$ cat src/rtl/core_pkg.sv
// Shared definitions for the RV32 base-integer core: sequencer states and opcode constants.
package core_pkg;

    typedef enum logic [2:0] {
        FETCH = 3'd0,
        WAIT  = 3'd1,
        EXEC  = 3'd2,
        HALT  = 3'd3,
        TRAP  = 3'd4
    } state_t;

    localparam logic [31:0] NOP    = 32'h0000_0013;

    localparam logic [6:0]  OP     = 7'b0110011;
    localparam logic [6:0]  OP_IMM = 7'b0010011;
    localparam logic [6:0]  LUI    = 7'b0110111;
    localparam logic [6:0]  AUIPC  = 7'b0010111;

endpackage

$ cat src/rtl/retire_cnt.sv
// Enable-gated free-running counter, wraps at 2^W.
// Latency: count reflects an enable on the following cycle.
// Backpressure: none; counts every cycle en is high.
module retire_cnt #(
    parameter int unsigned W = 64
) (
    input  logic         clk,
    input  logic         rst_n,
    input  logic         en,
    output logic [W-1:0] count
);

    always_ff @(posedge clk or negedge rst_n) begin
        if (!rst_n) begin
            count <= '0;
        end else if (en) begin
            count <= count + W'(1);
        end
    end

endmodule

$ cat src/rtl/core_seq.sv
// Multi-cycle fetch/exec sequencer owning PC and IR; RETIRE_CNT_EN adds the instret counter.
// Latency: 3 cycles per instruction minimum (FETCH accept, WAIT response, one EXEC cycle).
// Backpressure: fetch request held stable until imem_req_ready; WAIT stalls indefinitely on imem_rsp_valid.
module core_seq
    import core_pkg::*;
#(
    parameter int unsigned     XLEN     = 32,
    parameter logic [XLEN-1:0] RESET_PC = '0
) (
    input  logic            clk,
    input  logic            rst_n,
    output logic            imem_req_valid,
    input  logic            imem_req_ready,
    output logic [XLEN-1:0] imem_addr,
    input  logic            imem_rsp_valid,
    input  logic [31:0]     imem_rsp_data,
    output logic [31:0]     instr,
    output logic [XLEN-1:0] pc,
    input  logic            dec_reg_write,
    output logic            rf_we,
    input  logic            halt_req,
    output logic            halted,
    output logic            trap,
    output logic [63:0]     instret
);

    state_t state;

    assign imem_addr = pc;
    // Writeback only in the single EXEC cycle; an illegal opcode already has dec_reg_write low.
    assign rf_we     = (state == EXEC) && dec_reg_write;

    always_ff @(posedge clk or negedge rst_n) begin
        if (!rst_n) begin
            state          <= FETCH;
            pc             <= RESET_PC;
            instr          <= NOP;
            imem_req_valid <= 1'b0;
            halted         <= 1'b0;
            trap           <= 1'b0;
        end else begin
            case (state)
                FETCH: begin
                    // Out of reset valid is low, so the first FETCH cycle only raises it.
                    if (!imem_req_valid) begin
                        imem_req_valid <= 1'b1;
                    end else if (imem_req_ready) begin
                        imem_req_valid <= 1'b0;
                        state          <= WAIT;
                    end
                end
                WAIT: begin
                    if (imem_rsp_valid) begin
                        instr <= imem_rsp_data;
                        state <= EXEC;
                    end
                end
                EXEC: begin
                    if (!dec_reg_write) begin
                        trap  <= 1'b1;
                        state <= TRAP;
                    end else begin
                        pc <= pc + XLEN'(4);
                        if (halt_req) begin
                            halted <= 1'b1;
                            state  <= HALT;
                        end else begin
                            imem_req_valid <= 1'b1;
                            state          <= FETCH;
                        end
                    end
                end
                HALT: begin
                    if (!halt_req) begin
                        halted         <= 1'b0;
                        imem_req_valid <= 1'b1;
                        state          <= FETCH;
                    end
                end
                TRAP: begin
                    state <= TRAP;
                end
                default: begin
                    trap  <= 1'b1;
                    state <= TRAP;
                end
            endcase
        end
    end

`ifdef RETIRE_CNT_EN
    logic retire;

    assign retire = (state == EXEC) && dec_reg_write;

    retire_cnt #(
        .W(64)
    ) u_retire_cnt (
        .clk   (clk),
        .rst_n (rst_n),
        .en    (retire),
        .count (instret)
    );
`else
    assign instret = 64'd0;
`endif

endmodule

$ cat config.mk
export PLATFORM = sky130hd
export DESIGN_NAME = core_seq
export DESIGN_NICKNAME = d
export VERILOG_FILES = /design/src/rtl/core_pkg.sv /design/src/rtl/retire_cnt.sv /design/src/rtl/core_seq.sv
export SDC_FILE = /design/constraint.sdc
export NUM_CORES = 1
export LEC_CHECK = 0
export ABC_AREA = 1
export CAP_MARGIN = 0
export CELL_PAD_IN_SITES_DETAIL_PLACEMENT = 1
export CELL_PAD_IN_SITES_GLOBAL_PLACEMENT = 1
export CORE_ASPECT_RATIO = 0.6
export CORE_MARGIN = 2
export CORE_UTILIZATION = 31
export DETAILED_ROUTE_END_ITERATION = 10
export PLACE_DENSITY = 0.93
export SYNTH_ARGS = -nofsm -noshare
export SYNTH_HDL_FRONTEND = slang
export SYNTH_SLANG_ARGS = --single-unit
$ cat constraint.sdc
create_clock -name clk -period 3.72 [get_ports clk]
set_input_delay 0.558 -clock clk [delete_from_list [all_inputs] [get_ports clk]]
set_output_delay 0.558 -clock clk [all_outputs]
set_load 0.1 [all_outputs]
==> results of run 1 <==
-- per-layer routing --
| metal | GRT usage (%) | vias up | routed length, µm | part of all wire, % |
|---|---|---|---|---|
| li1 | - | 1452 | - | - |
| met1 | 20.0 | 1556 | 4680 | 42 |
| met2 | 30.1 | 95 | 5820 | 52 |
| met3 | 4.52 | 13 | 562 | 5.0 |
| met4 | 3.62 | 0 | 124 | 1.1 |
| met5 | 0 | - | 0 | 0 |
-- area by class of cell --
| cell class | instances | area (µm²) | share of cell area, % |
|---|---|---|---|
| Tap cell | 165 | 206 | 3.93 |
| Inverter | 37 | 139 | 2.65 |
| Sequential cell | 68 | 1710 | 32.5 |
| Timing Repair Buffer | 134 | 1330 | 25.4 |
| Multi-Input combinational cell | 299 | 1590 | 30.3 |
| Clock buffer | 9 | 225 | 4.29 |
| Clock inverter | 7 | 51.3 | 0.978 |
-- cells in the mapped netlist, types with 2 or more instances --
master / number / area share, %
nand2_1: 86 / 8.2
nor3_1: 4 / 0.51
o21ai_0: 9 / 1.1
inv_1: 36 / 3.4
buf_4: 101 / 19
dfrtp_1: 65 / 41
nor2_4: 4 / 1.1
dfstp_2: 3 / 2.0
a21oi_1: 2 / 0.25
and2_1: 2 / 0.32
mux2_1: 2 / 0.57
nor2_1: 40 / 3.8
mux2_2: 30 / 8.5
nand3_1: 18 / 2.3
nand3b_1: 4 / 0.76
nand4_1: 11 / 1.7
xnor2_1: 6 / 1.3
xor2_1: 5 / 1.1
-- sequential cells by signal, indices dropped and copies added, names as in the netlist --
name	flops
state	3
trap	1
instr	32
imem_req_valid	1
halted	1
imem_addr	30
-- how the worst max path moves through the flow --
stage / from / to / slack, ps / cells after the start
2_1_floorplan: imem_addr[2]$_DFFE_PN0P_ / imem_addr[28]$_DFFE_PN0P_ / 1630 / 8
3_3_place_gp: imem_rsp_valid / instr[15]$_DFFE_PN0P_ / 1340 / 3
3_5_place_dp: imem_rsp_valid / instr[16]$_DFFE_PN0P_ / 1330 / 3
4_1_cts: imem_addr[27]$_DFFE_PN0P_ / imem_addr[27] / 1100 / 1
5_1_grt: imem_addr[27]$_DFFE_PN0P_ / imem_addr[27] / 1050 / 1
6_report: imem_addr[27]$_DFFE_PN0P_ / imem_addr[27] / 1110 / 1
-- kinds of logic after synthesis --
group           share of synthesized area [%]
compound gates                           1.74
xor+xnor                                 2.44
fa+ha+maj                               0.316
buf+inv                                  23.0
flops                                    43.1
mux                                      9.11
other cells                            0.0948
simple gates                             20.1
-- power by group --
part / total (mW) / switching (mW) / internal (mW) / leakage, nW
logic: 0.363 / 0.327 / 0.0361 / 1.40
registers: 0.741 / 0.000431 / 0.741 / 0.916
clock network: 0.788 / 0.336 / 0.453 / 0.132
total: 1.89 / 0.663 / 1.23 / 2.45
-- stage by stage --
stage          area, µm²  util [%]  instances
6_report            5250      42.8        719
5_1_grt             5250      42.8        719
4_1_cts             5250      42.8        719
3_5_place_dp        4970      40.6        703
3_3_place_gp        4970      40.6        703
2_1_floorplan       4210         -        506
-- cells in the final DEF, fill, tap and decap left out, types with 3 or more instances in the layout --
cell / synthesis / final
xnor2_1: 6 / 6
xor2_1: 5 / 5
dfrtp_1: 65 / 65
nor3_1: 4 / 4
nand2_1: 86 / 86
mux2_2: 30 / 30
o21ai_0: 9 / 9
clkdlybuf4s50_1: 0 / 131
dfstp_2: 3 / 3
nand3b_1: 4 / 4
nor2_1: 40 / 40
clkbuf_16: 0 / 9
inv_1: 36 / 36
nand3_1: 18 / 18
nor2_4: 4 / 4
conb_1: 1 / 68
nand4_1: 11 / 11
==> results by group, run 1 <==
Global route
  • Largest net degree at the start of global routing: 45
  • Vias in the first global route: 3351
  • Antenna violations before repair: 0
  • Grt ovf: 0
  • First-pass GRT wire length: around 18000 µm
  • Total track usage: ~17%

Routing
  • 1st-iter DRT viols: ~120
  • WL final: approximately 11000 µm
  • DRC viols: 0
  • Via count: between 3000 and 4000
  • Wire length per cell: roughly 16 µm
  • Routed vias/inst: around 4.3
  • TritonRoute pass-1 iters: 4
  • DRT antenna net count: 0

STA
  • Final hold slack: between 300 and 400 ps
  • Final setup violating endpoints: 0
  • Worst slew margin: a little over 30%
  • Fmax: 384 MHz
  • Post-Route Skew: 8.21 ps
  • Final worst slack: 1110 ps
  • RSZ-0062 raised after global routing: no
  • Final Hold Viols: 0
  • Final min period: around 2600 ps
  • Tcrit/Tclk final: 70.1%
  • Final TNS setup: 0 ps
  • Slew @ Worst Pin: roughly 1000 ps
  • Count of final max-slew check failures: 0

Critical path
  • Crit Path Category: flip-flop to output port
  • Startpoint Class: flip-flop
  • CP max FO: 7
  • FF-to-FF End: instr[16]$_DFFE_PN0P_
  • Req. time, crit path: between 3000 and 4000 ps
  • Crit path DAT: 2050 ps
  • Buf/Inv on CP: 1
  • CP cell instances: clkdlybuf4s50_1
  • Worst reg2reg path startpoint: state[2]$_DFFE_PN0P_
  • Reg2Reg Depth: 3
  • Register-to-Register Setup Slack: between 1500 and 2000 ps
  • Crit. End Element: output port
  • Worst stage delay on the critical path: 1210 ps
  • Critical-path top delay cell: clkdlybuf4s50_1
  • CP delay by family, top: buffers and inverters

Worst hold path
  • Worst Hold Class: primary input to async pin

Place
  • Port bufs: ~130
  • Pre-CTS setup slack: about 1300 ps
  • Routability cong.: ~0.86
  • Final HPWL DP: slightly below 9000 µm

Synth
  • Synth Instances: 439
  • Syn Area/Cell: ~9.0 µm²
  • Post-synth EDFFs: 0
  • Register bit count reported by yosys: 68
  • Synth warn: 0
  • Cell Area, Synth: around 4000 µm²
  • Netlist cell types: 29
  • Post-synthesis sequential area ratio: between 40% and 50%
  • Post-synthesis async set-or-reset flop share: 100%
  • Most used DFF post-synth: dfrtp_1

Die
  • Die W: between 100 and 150 µm
  • Die area: roughly 14000 µm²
  • # IOs: approximately 200
  • Core ar.: approximately 12000 µm²
  • DIE HEIGHT: between 90 and 100 µm
  • Initial Util: approximately 32%
  • Cell Rows: 31

Layout
  • Share of cells above drive strength 1: 11.2%
  • Fill count: between 1000 and 1500
  • Number of inserted diodes: 0
  • Area Growth Syn to Fin: 32.7%
  • Nets: between 500 and 600

Pwr
  • Max IR drop VDD: 0.176 mV
  • Pwr Density: roughly 360 nW/µm²
  • P_leak: between 2 and 2.5 nW
  • Power, Total: about 1.9 mW

Clocking
  • CTS Root Cell: clkbuf_16
  • Hold Buf Count CTS: 0
  • # resized after CTS: 0
  • Clock buffer depth: 2
  • Clock sinks: 68
  • Setup repair bufs after CTS: 0
  • TritonCTS clock tree: built
  • Cts bufs inserted: 9
  • Clock-pin slew on the worst setup and hold paths: 60 ps
  • Skew-Pair Late Insertion Delay: 330 ps
  • H-tree levels: 3

Run
  • Max-cap violations: 0

Run status
  • Run status: complete, no violations
(Power assumes the default switching activity.)
==> inputs of run 2 (changes only) <==
CORE_UTILIZATION = 26   (was 31)
PLACE_DENSITY = 0.84   (was 0.93)
clock period = 2.3 ns   (was 3.72 ns; I/O delays follow)
==> run 2 against run 1 <==
Critical path depth increased by 3. Power increased by 74%. Combinational power increased by 63%. Clock skew increased by 1.4 ps. Worst hold slack improved by 100 ps. Clock-buffer cell count unchanged. Via count decreased by 0.58%. Design area decreased by 1.9%. Largest power group unchanged. Routed wire length increased by 1.5%. Worst setup slack got worse by 690 ps. Utilization decreased by 7.7 points.
==> results by group, run 2 (synthesis gave the netlist of run 1 again) <==
STA
  • Final setup violating endpoints: 0
  • Final min period: 1880 ps
  • Slew @ Worst Pin: 633 ps
  • Post-Route Skew: 9.57 ps
  • Tcrit/Tclk final: about four fifths
  • Count of final max-slew check failures: 0
  • Final hold slack: 493 ps
  • Worst slew margin: between 50 and 60%
  • Fmax: between 500 and 600 MHz
  • Final Hold Viols: 0
  • Final TNS setup: 0 ps
  • RSZ-0062 raised after global routing: no
  • Final worst slack: 424 ps

Run status
  • Run status: complete, no violations

Clocking
  • CTS Root Cell: clkbuf_16
  • Clock sinks: 68
  • TritonCTS clock tree: built
  • Clock buffer depth: 2
  • H-tree levels: 3
  • # resized after CTS: 0
  • Cts bufs inserted: 9
  • Clock-pin slew on the worst setup and hold paths: 60 ps
  • Setup repair bufs after CTS: 0
  • Skew-Pair Late Insertion Delay: 330 ps

Critical path
  • Req. time, crit path: between 1500 and 2000 ps
  • Crit. End Element: output port
  • Crit Path Category: flip-flop to output port
  • Critical-path top delay cell: dfrtp_1
  • Startpoint Class: flip-flop
  • CP max FO: 11
  • Stages on worst setup path: 4
  • CP cell instances: inv_1 -> nand2_1 -> nor2_4 -> buf_12
  • Worst stage delay on the critical path: 530 ps
  • Crit path DAT: between 1500 and 2000 ps
  • CP delay by family, top: flip-flops
  • Buf/Inv on CP: 2
  • Reg2Reg Depth: 4

Pwr
  • Max IR drop VDD: ~0.36 mV
  • Power, Total: about 3.3 mW
  • Pwr Density: 640 nW/µm²
  • P_leak: between 2 and 3 nW

Global route
  • Antenna violations before repair: 0
  • First-pass GRT wire length: between 15000 and 20000 µm
  • Total track usage: about 14%
  • Vias in the first global route: roughly 3300
  • Largest net degree at the start of global routing: 32
  • Grt ovf: 0

Die
  • # IOs: 202
  • Cell Rows: 34
  • Die W: about 160 µm
  • Die area: around 16000 µm²
  • Core ar.: 14700 µm²
  • Initial Util: 26.9%
  • DIE HEIGHT: between 90 and 100 µm

Layout
  • Final instance count without filler cells: between 700 and 800
  • Most common cell after layout, fill and taps aside: buf_4
  • Share of cells above drive strength 1: ~29%
  • Area Growth Syn to Fin: 30.2%
  • Final core occ: a little over a third
  • Largest register FFs: 32
  • Biggest register: instr
  • Nets: just under 600
  • Number of inserted diodes: 0
  • Design Area, Final: around 5100 µm²
  • Leading cell types in the layout, fill and taps excluded: 97 x buf_4, 86 x nand2_1, 68 x conb_1

Worst hold path
  • Worst Hold Class: flip-flop to flip-flop
  • Hold depth: 2

Place
  • Routability cong.: around 0.8
  • Post-DP Area: approximately 4800 µm²
  • Placed Cells: 738
  • Port bufs: roughly 130
  • Pre-CTS setup slack: between 300 and 400 ps
  • Final HPWL DP: 9100 µm

Routing
  • TritonRoute pass-1 iters: 4
  • 1st-iter DRT viols: 98
  • DRC viols: 0
  • Routed vias/inst: 4.10
  • WL final: around 11000 µm
  • Wire length per cell: about 15 µm
  • DRT antenna net count: 0
  • Via count: roughly 3100

Run
  • Max-cap violations: 0
[run 2: worst reg2reg max path: stages, from the launching register on]
cell,delay (ps)
dfrtp_1,440
nor2_1,250
nand3_2,380
buf_12,310
mux2_1,330
[run 2: per-layer routing]
layer  wire (µm)  part of all wire [%]  vias up  track usage [%]
met5           0                     0        -                0
met4          95                  0.84        0             2.93
met3         711                   6.3       11             3.46
met2        5410                    48      106             23.5
met1        5120                    45     1524             18.3
li1            -                     -     1457                -
[run 2: power by group]
| group | internal [mW] | leakage [nW] | switching, mW |
|---|---|---|---|
| combinational | 0.0604 | 1.61 | 0.531 |
| clock | 0.955 | 0.156 | 0.548 |
| sequential | 1.20 | 0.916 | 0.000817 |
| total | 2.21 | 2.68 | 1.08 |
[run 2: cell type report]
| class | instances | area, µm² |
|---|---|---|
| multi-input combinational | 299 | 1590 |
| fill | 1734 | 9530 |
| clock buffer | 9 | 225 |
| clock inverter | 7 | 98.8 |
| sequential | 68 | 1710 |
| timing repair buffer | 137 | 1140 |
| tap | 198 | 248 |
| inverter | 37 | 139 |
[run 2: worst paths after layout]
check,start,end,slack [ps]
max in group asynchronous,rst_n,imem_addr[23]$_DFFE_PN0P_,960
max reg2reg,state[2]$_DFFE_PN0P_,instr[15]$_DFFE_PN0P_,460
min reg2reg,trap$_DFFE_PN0P_,trap$_DFFE_PN0P_,490
max,state[0]$_DFFE_PN0P_,rf_we,420
min in group asynchronous,rst_n,trap$_DFFE_PN0P_,510
min,trap$_DFFE_PN0P_,trap$_DFFE_PN0P_,490
[run 2: what timing repair did]
item / 4_1_cts / 5_1_grt
hold buffers: 1 / 0
endpoints found under the hold margin: 20 / 0
endpoints found under the setup margin: 0 / 0
==> inputs of run 3 (changes only) <==
clock period = 1.7 ns   (was 2.3 ns; I/O delays follow)
==> run 3 against run 2 <==
Clock power is 35% higher. Worst hold slack worse by 49 ps. First-iteration DRC count is 23% higher. Register-to-register slack worse by 370 ps.
==> results by group, run 3 (synthesis gave the netlist of run 1 again) <==
Run status
  • Run status: complete, no violations

Routing
  • Via count: ~3300
  • Routed vias/inst: 4.20
  • TritonRoute pass-1 iters: 4
  • WL final: 12200 µm
  • Wire length per cell: roughly 16 µm
  • 1st-iter DRT viols: roughly 120
  • DRT antenna net count: 0
  • DRC viols: 0

Critical path
  • Setup crit start: imem_addr[8]$_DFFE_PN0P_
  • CP Capture Point: imem_addr[25]$_DFFE_PN0P_
  • Crit path DAT: 1830 ps
  • Crit Path Category: flip-flop to flip-flop
  • Worst reg2reg path startpoint: imem_addr[8]$_DFFE_PN0P_
  • Reg2Reg Depth: 7
  • FF-to-FF End: imem_addr[25]$_DFFE_PN0P_
  • Register-to-Register Setup Slack: roughly 89 ps
  • Startpoint Class: flip-flop
  • Crit. End Element: flip-flop
  • CP max FO: 7
  • Req. time, crit path: between 1500 and 2000 ps

STA
  • Fmax: roughly 620 MHz
  • Final min period: ~1600 ps
  • Final setup violating endpoints: 0
  • RSZ-0062 raised after global routing: no
  • Final Hold Viols: 0
  • Final worst slack: a little under 90 ps
  • Count of final max-slew check failures: 0
  • Tcrit/Tclk final: between 90 and 100%
  • Post-Route Skew: between 7 and 8 ps
  • Final hold slack: between 400 and 500 ps

Layout
  • Largest register FFs: 32
  • Most common cell after layout, fill and taps aside: buf_12
  • Multi-input logic area: 1670 µm²
  • Sequential cell area: ~1800 µm²
  • Fill count: between 1500 and 2000
  • Area Growth Syn to Fin: 68.0%
  • Share of cells above drive strength 1: about two fifths
  • Final instance count without filler cells: between 700 and 800
  • Leading cell types in the layout, fill and taps excluded: 98 x buf_12, 83 x nand2_1, 68 x conb_1
  • Nets: a little over 600
  • Biggest register: instr
  • Design Area, Final: around 6600 µm²
  • Final core occ: a little under half
  • Number of inserted diodes: 0

Global route
  • Largest net degree at the start of global routing: 35
  • First-pass GRT wire length: ~19000 µm
  • Vias in the first global route: 3543
  • Total track usage: between 10% and 20%
  • Grt ovf: 0
  • Antenna violations before repair: 0

Clocking
  • TritonCTS clock tree: built
  • Skew-Pair Late Insertion Delay: 330 ps
  • CTS Root Cell: clkbuf_16
  • Cts bufs inserted: 9
  • Clock sinks: 68
  • H-tree levels: 3
  • Clock-pin slew on the worst setup and hold paths: roughly 60 ps
  • Clock buffer depth: 2

Place
  • Final HPWL DP: around 9800 µm
  • Post-DP Area: 6220 µm²
  • Pre-CTS setup slack: -134 ps
  • Routability cong.: 0.853
  • Placed Cells: about 750
  • Port bufs: around 130

Die
  • Cell Rows: 34
  • DIE HEIGHT: approximately 100 µm
  • Initial Util: around 27%
  • Die area: around 16000 µm²
  • Die W: between 150 and 200 µm
  • Core ar.: about 15000 µm²
  • # IOs: around 200

Run
  • Max-cap violations: 0

Worst hold path
  • Worst Hold Class: primary input to async pin

Pwr
  • P_leak: 3.03 nW
  • Max IR drop VDD: ~0.44 mV
  • Pwr Density: slightly below 700 nW/µm²
## run 3: area by class of cell
type | count | share of cell area [%]
multi-input cells | 299 | 25.2
well taps | 198 | 3.73
flip-flops and latches | 68 | 26.4
repair buffers | 159 | 37.8
inverters | 37 | 2.09
clock buffers | 10 | 3.45
clock inverters | 6 | 1.36
## run 3: per-stage QoR
step / total power [mW] / TNS (ps)
3_3_place_gp: 2.45 / -46.5
4_1_cts: 4.51 / 0
3_5_place_dp: 2.46 / -1870
2_1_floorplan: 2.44 / -276
6_report: 4.46 / 0
5_1_grt: 4.60 / 0
## run 3: worst max-delay path, cell delays in order (launching register included)
cell and delay (ps):
dfrtp_2 480, nand2_1 120, nor2_1 140, nand2_2 130
nor3_4 320, nand3_1 130, nand2_1 100, nand2_1 60
## run 3: worst min-delay path by stage
| stage | startpoint | end | slack [ps] |
|---|---|---|---|
| floorplan | rst_n | halted$_DFFE_PN0P_ | -40 |
| global placement | rst_n | imem_addr[5]$_DFFE_PN0P_ | 240 |
| detailed placement | rst_n | imem_addr[5]$_DFFE_PN0P_ | 240 |
| CTS | rst_n | imem_addr[3]$_DFFE_PN0P_ | 450 |
| global route | rst_n | imem_addr[2]$_DFFE_PN0P_ | 470 |
| finish | rst_n | imem_addr[2]$_DFFE_PN0P_ | 440 |
## run 3: where the power goes
group          leakage [nW]  switching (mW)  internal, mW
registers             0.875         0.00172          1.62
clock network         0.153           0.743          1.29
logic                  2.01           0.721        0.0908
total                  3.03            1.47          3.00
## run 3: layer usage
| metal | track usage, % | share of wire [%] | vias to the layer above | routed length [µm] |
|---|---|---|---|---|
| li1 | - | - | 1495 | - |
| met1 | 17.5 | 39 | 1624 | 4800 |
| met2 | 25.0 | 48 | 125 | 5890 |
| met3 | 7.55 | 11 | 17 | 1290 |
| met4 | 4.77 | 1.4 | 0 | 175 |
| met5 | 0 | 0 | - | 0 |
## run 3: repair_timing
item	4_1_cts	5_1_grt
setup buffers	1	5
endpoints found under the hold margin	13	0
endpoints found under the setup margin	1	15
hold buffers	1	0
pin swaps	1	4
resized for setup	0	15
gates cloned	0	0
==> variant 1 (settings of run 3) <==
`XLEN`: 32 -> 16.
--- a/src/rtl/core_seq.sv
+++ b/src/rtl/core_seq.sv
@@ -6,3 +6,3 @@
 #(
-    parameter int unsigned     XLEN     = 32,
+    parameter int unsigned     XLEN     = 16,
     parameter logic [XLEN-1:0] RESET_PC = '0
Interface: changed (resized imem_addr and pc); port bits go from 202 to 170. The function was not compared with the original's and may differ.
==> variant 1 against run 3 <==
Die area decreased by 25%; largest power group is now sequential cells; combinational power down 0.5%; critical endpoint is now rf_we; synthesized cell count decreased by 34%; setup slack got worse by 0.035 ns; power is 31% lower; wire length down 36%; cell count fell by 31%; first-iteration DRC count decreased by 71%; clock power shrank 49%; design area fell by 30%; sequential cell count decreased by 16; register-to-register slack improved by 0.16 ns; area after synthesis fell by 25%.
==> variant 1: results (changes against run 3) <==
Clock Network Area Fraction 3.16% (was 4.80%); worst reg2reg path endpoint imem_addr[12] (was imem_addr[25]); CP Data Arrival Time 1.39 ns (was 1.83 ns); Lkg Pwr 2.21 nW (was 3.03 nW); outcome finished, final reports clean (unchanged); R2R Path Start imem_addr[2] (was imem_addr[8]); placed cell areas 4460 sq um (was 6220 sq um); top cells by count, synth buf_4, nand2_1, dfrtp_1 (unchanged); n_taps 144 (was 198); # port buffers 101 (was 133); wire length per cell 14.6 um (was 15.6 um); clock skew 0.00838 ns (was 0.00711 ns); design area 4640 sq um (was 6640 sq um); Buffers, non-clock 111 (was 159); fraction of area in registers 28.4% (was 26.4%); clock latency at the later pin of the worst-skew pair 0.29 ns (was 0.33 ns); total global-route track usage 12.5% (was 15.2%); VDD IR max 293 uV (was 443 uV); Final Net Count 427 (was 613); Routability Congestion 0.822 (was 0.853); Critical Path Max Stage Delay 0.41 ns (was 0.48 ns); reg2reg setup slack 0.25 ns (was 0.09 ns); Seq/Total Area, Yosys 44.3% (was 43.1%); Iter 0 DRT Violations 35 (was 121); fraction of area in multi-input gates 25.7% (was 25.2%); total CTS buffers 5 (was 9); detailed placer's ending HPWL 6190 um (was 9810 um); comb_multi_in 204 (was 299); H-tree levels 2 (was 3); synth top area cells dfrtp_1, buf_4, mux2_2 (unchanged); cell depth of the worst flop-to-flop path 6 (was 7); Worst Setup EP rf_we (was imem_addr[25]); number of non-clock inverters 14 (was 37); clock buffers 8 (was 10)
==> variant 1: cells by family (layout without fill, tap and decap cells) <==
group                      count (synthesis)  count (layout)  synth area share (%)
buffers and inverters                     99             133                  23.8
and+or+nand+nor                           91              91                  15.0
xor gates and xnor gates                   6               6                  1.78
AOI/OAI and AO/OA                          6               6                  1.10
other                                      1              68                 0.127
muxes                                     32              32                  13.5
DFF                                       52              52                  44.3
adders and majority gates                  1               1                 0.424
==> variant 1: worst min path at each step <==
| stage | from | end | slack, ns | cells past startpoint |
|---|---|---|---|---|
| floorplan | rst_n | halted | -0.04 | 0 |
| global route | rst_n | instr[21] | 0.55 | 3 |
| global placement | rst_n | imem_addr[15] | 0.27 | 2 |
| CTS | rst_n | imem_addr[15] | 0.51 | 3 |
| detailed placement | rst_n | imem_addr[15] | 0.28 | 2 |
| finish | rst_n | imem_addr[15] | 0.49 | 3 |
==> variant 1: report_power, final <==
group	leakage [nW]	switching, mW	internal [mW]
logic	1.46	0.716	0.0908
clock network	0.0712	0.445	0.589
registers	0.682	0.00241	1.24
==> variant 1: layer usage <==
metal  vias to the layer above  wire, um  GRT usage, %
met5                         -         0             0
met4                         0        57          3.00
met3                         4       514          4.09
met2                        72      3860          20.4
met1                      1062      3340          16.2
li1                        972         -             -
==> variant 1: what timing repair did <==
| action | 4_1_cts | 5_1_grt |
|---|---|---|
| hold endpoints to repair | 49 | 0 |
| endpoints found under the setup margin | 0 | 1 |
| hold buffers | 1 | 0 |
| gates resized for setup | 0 | 2 |
| setup buffers | 0 | 3 |
==> variant 1: stage by stage <==
stage,std cells,setup TNS (ns),setup slack (ns)
after floorplan,355,0,0.0156
after global placement,521,0,0.148
after detailed placement,521,0,0.106
after CTS,530,0,0.00733
after global routing,533,-0.00828,-0.00828
final,533,0,0.0538
==> variant 2 (config.mk and constraints of run 3) <==
Without the edit above. Reset style: synchronous (`rst_n`), changed in one clocked block.
--- a/src/rtl/core_seq.sv
+++ b/src/rtl/core_seq.sv
@@ -32,3 +32,3 @@
 
-    always_ff @(posedge clk or negedge rst_n) begin
+    always_ff @(posedge clk) begin
         if (!rst_n) begin
Formal check against the unedited RTL: differs if rst_n is asserted again (counterexample within 4 cycles, from zero or initial values and one cycle with rst_n low); with rst_n held inactive, the same outputs for 10 cycles.
==> variant 2 against run 3 <==
Area after synthesis down 3.5%; sequential cell count stayed put; cell count rose by 14%; clock skew down 0.0013 ns; die area is 3.4% lower; setup slack improved by 0.030 ns; synthesized cell count up 27%; design area shrank 4.3%; global-route usage is 0.77 points higher; sequential share of layout area shrank 4.1 points; wire length grew 1.8%; critical endpoint is now rf_we; highest routed layer unchanged.
Power is not compared: it rests on default switching activity, and its combinational part moved more than twofold at a synthesized area within 25%.
==> variant 2: results (changes against run 3) <==
vias in the first global route 3,775 (was 3,543); R2R Path Start imem_addr[3] (was imem_addr[8]); reg2reg setup slack 0.15 ns (was 0.09 ns); total global-route track usage 16.0% (was 15.2%); number of fill cells 1,689 (was 1,602); Setup WS pre-CTS -0.113 ns (was -0.134 ns); detailed placer's ending HPWL 9770 um (was 9810 um); cell depth of the worst flop-to-flop path 10 (was 7); synth top area cells dfxtp_1, buf_4, nor2_1 (was dfrtp_1, buf_4, mux2_2); Crit. Startpoint state[2] (was imem_addr[8]); wire length per cell 14.0 um (was 15.6 um); CP Data Arrival Time 1.33 ns (was 1.83 ns); top cells by count, synth nor2_1, buf_4, nand2_1 (was buf_4, nand2_1, dfrtp_1); dominant cell by count in the synthesized netlist nor2_1 (was buf_4); Worst path slowest cell dfxtp_2 (was dfrtp_2); Largest delay share family, worst path flip-flops (was simple AND/OR/NAND/NOR gates); max reg flops 32 (unchanged); worst reg2reg path endpoint imem_addr[26] (was imem_addr[25]); WHS 0.242 ns (was 0.444 ns); vias per inst 4.18 (was 4.20); Hold Crit Class primary input to flop (was primary input to asynchronous set/reset pin); Synth async-reset ratio 0% (was 100%); largest net degree at the start of global routing 33 (was 35); hold_buf cts 0 (was 1); Final Net Count 719 (was 613); first-pass GRT wire length 19,800 um (was 19,200 um); Seq/Total Area, Yosys 35.7% (was 43.1%); critical path class flop to output port (was flop to flop); unique cell type count in the Yosys netlist 28 (was 29); outcome finished, final reports clean (unchanged); VDD IR max 813 uV; placed cell areas 6020 sq um (was 6220 sq um); Routability Congestion 0.844 (was 0.853); H-tree levels 3 (unchanged); clock skew 0.00578 ns (was 0.00711 ns); layout cells sized above 1 26.3% (was 38.9%)
## variant 2: changes by cell type after synthesis, moves of 7 or more
cell and delta:
nand3_1 +8, buf_2 +7, nor2_1 +71, mux2_2 -30
o21ai_0 +29, dfrtp_1 -65, dfxtp_1 +68, inv_1 +21
a21oi_1 +16
## variant 2: power groups by stage
stage	combinational, mW	sequential [mW]	clock (mW)
2_1_floorplan	1.31	3.29	0
3_3_place_gp	3.58	2.04	0
3_5_place_dp	3.62	2.06	0
4_1_cts	3.62	2.03	1.78
5_1_grt	3.79	2.06	1.87
6_report	3.64	2.03	1.73
## variant 2: per-layer routing
| layer | vias to the layer above | global-route usage (%) | part of all wire, % |
|---|---|---|---|
| met4 | 0 | 4.16 | 1.4 |
| met2 | 120 | 25.9 | 47 |
| met1 | 1739 | 18.9 | 41 |
| met5 | - | 0 | 0 |
| met3 | 15 | 8.11 | 9.9 |
| li1 | 1820 | - | - |
## variant 2: final cells by class
cell class | count | area (sq um) | area share [%]
repair buffers | 157 | 2480 | 39.1
multi-input cells | 386 | 1720 | 27.1
flip-flops and latches | 68 | 1420 | 22.3
clock buffers | 13 | 250 | 3.94
well taps | 198 | 248 | 3.90
inverters | 58 | 220 | 3.46
clock inverters | 3 | 15.0 | 0.236
## variant 2: worst max path at each step
stage                          endpoint  slack (ns)  cells past startpoint
final                             rf_we        0.12                      4
after global routing      imem_addr[22]       0.002                     10
after CTS                         rf_we       0.001                      4
after detailed placement  imem_addr[17]       -0.11                      8
after global placement    imem_addr[17]       -0.04                      8
after floorplan           imem_addr[28]       0.009                      7
## variant 2: per-stage QoR
stage	util, %	std cells
floorplan	-	626
global placement	41.7	864
detailed placement	41.7	864
CTS	43.6	880
global route	44.1	883
finish	44.1	883
## variant 2: kinds of logic after synthesis
group | share of synthesized area, %
AND/OR/NAND/NOR | 28.1
flip-flops | 35.7
adder cells (fa/ha/maj) | 0.328
buffers and inverters | 27.2
AO/OA/AOI/OAI | 7.94
other | 0.0983
XOR/XNOR | 0.689
## variant 2: repair_timing
action | 4_1_cts | 5_1_grt
pin swaps | 0 | 0
endpoints found under the setup margin | 1 | 31
setup buffers | 0 | 2
resized for setup | 1 | 16
cloned | 0 | 1
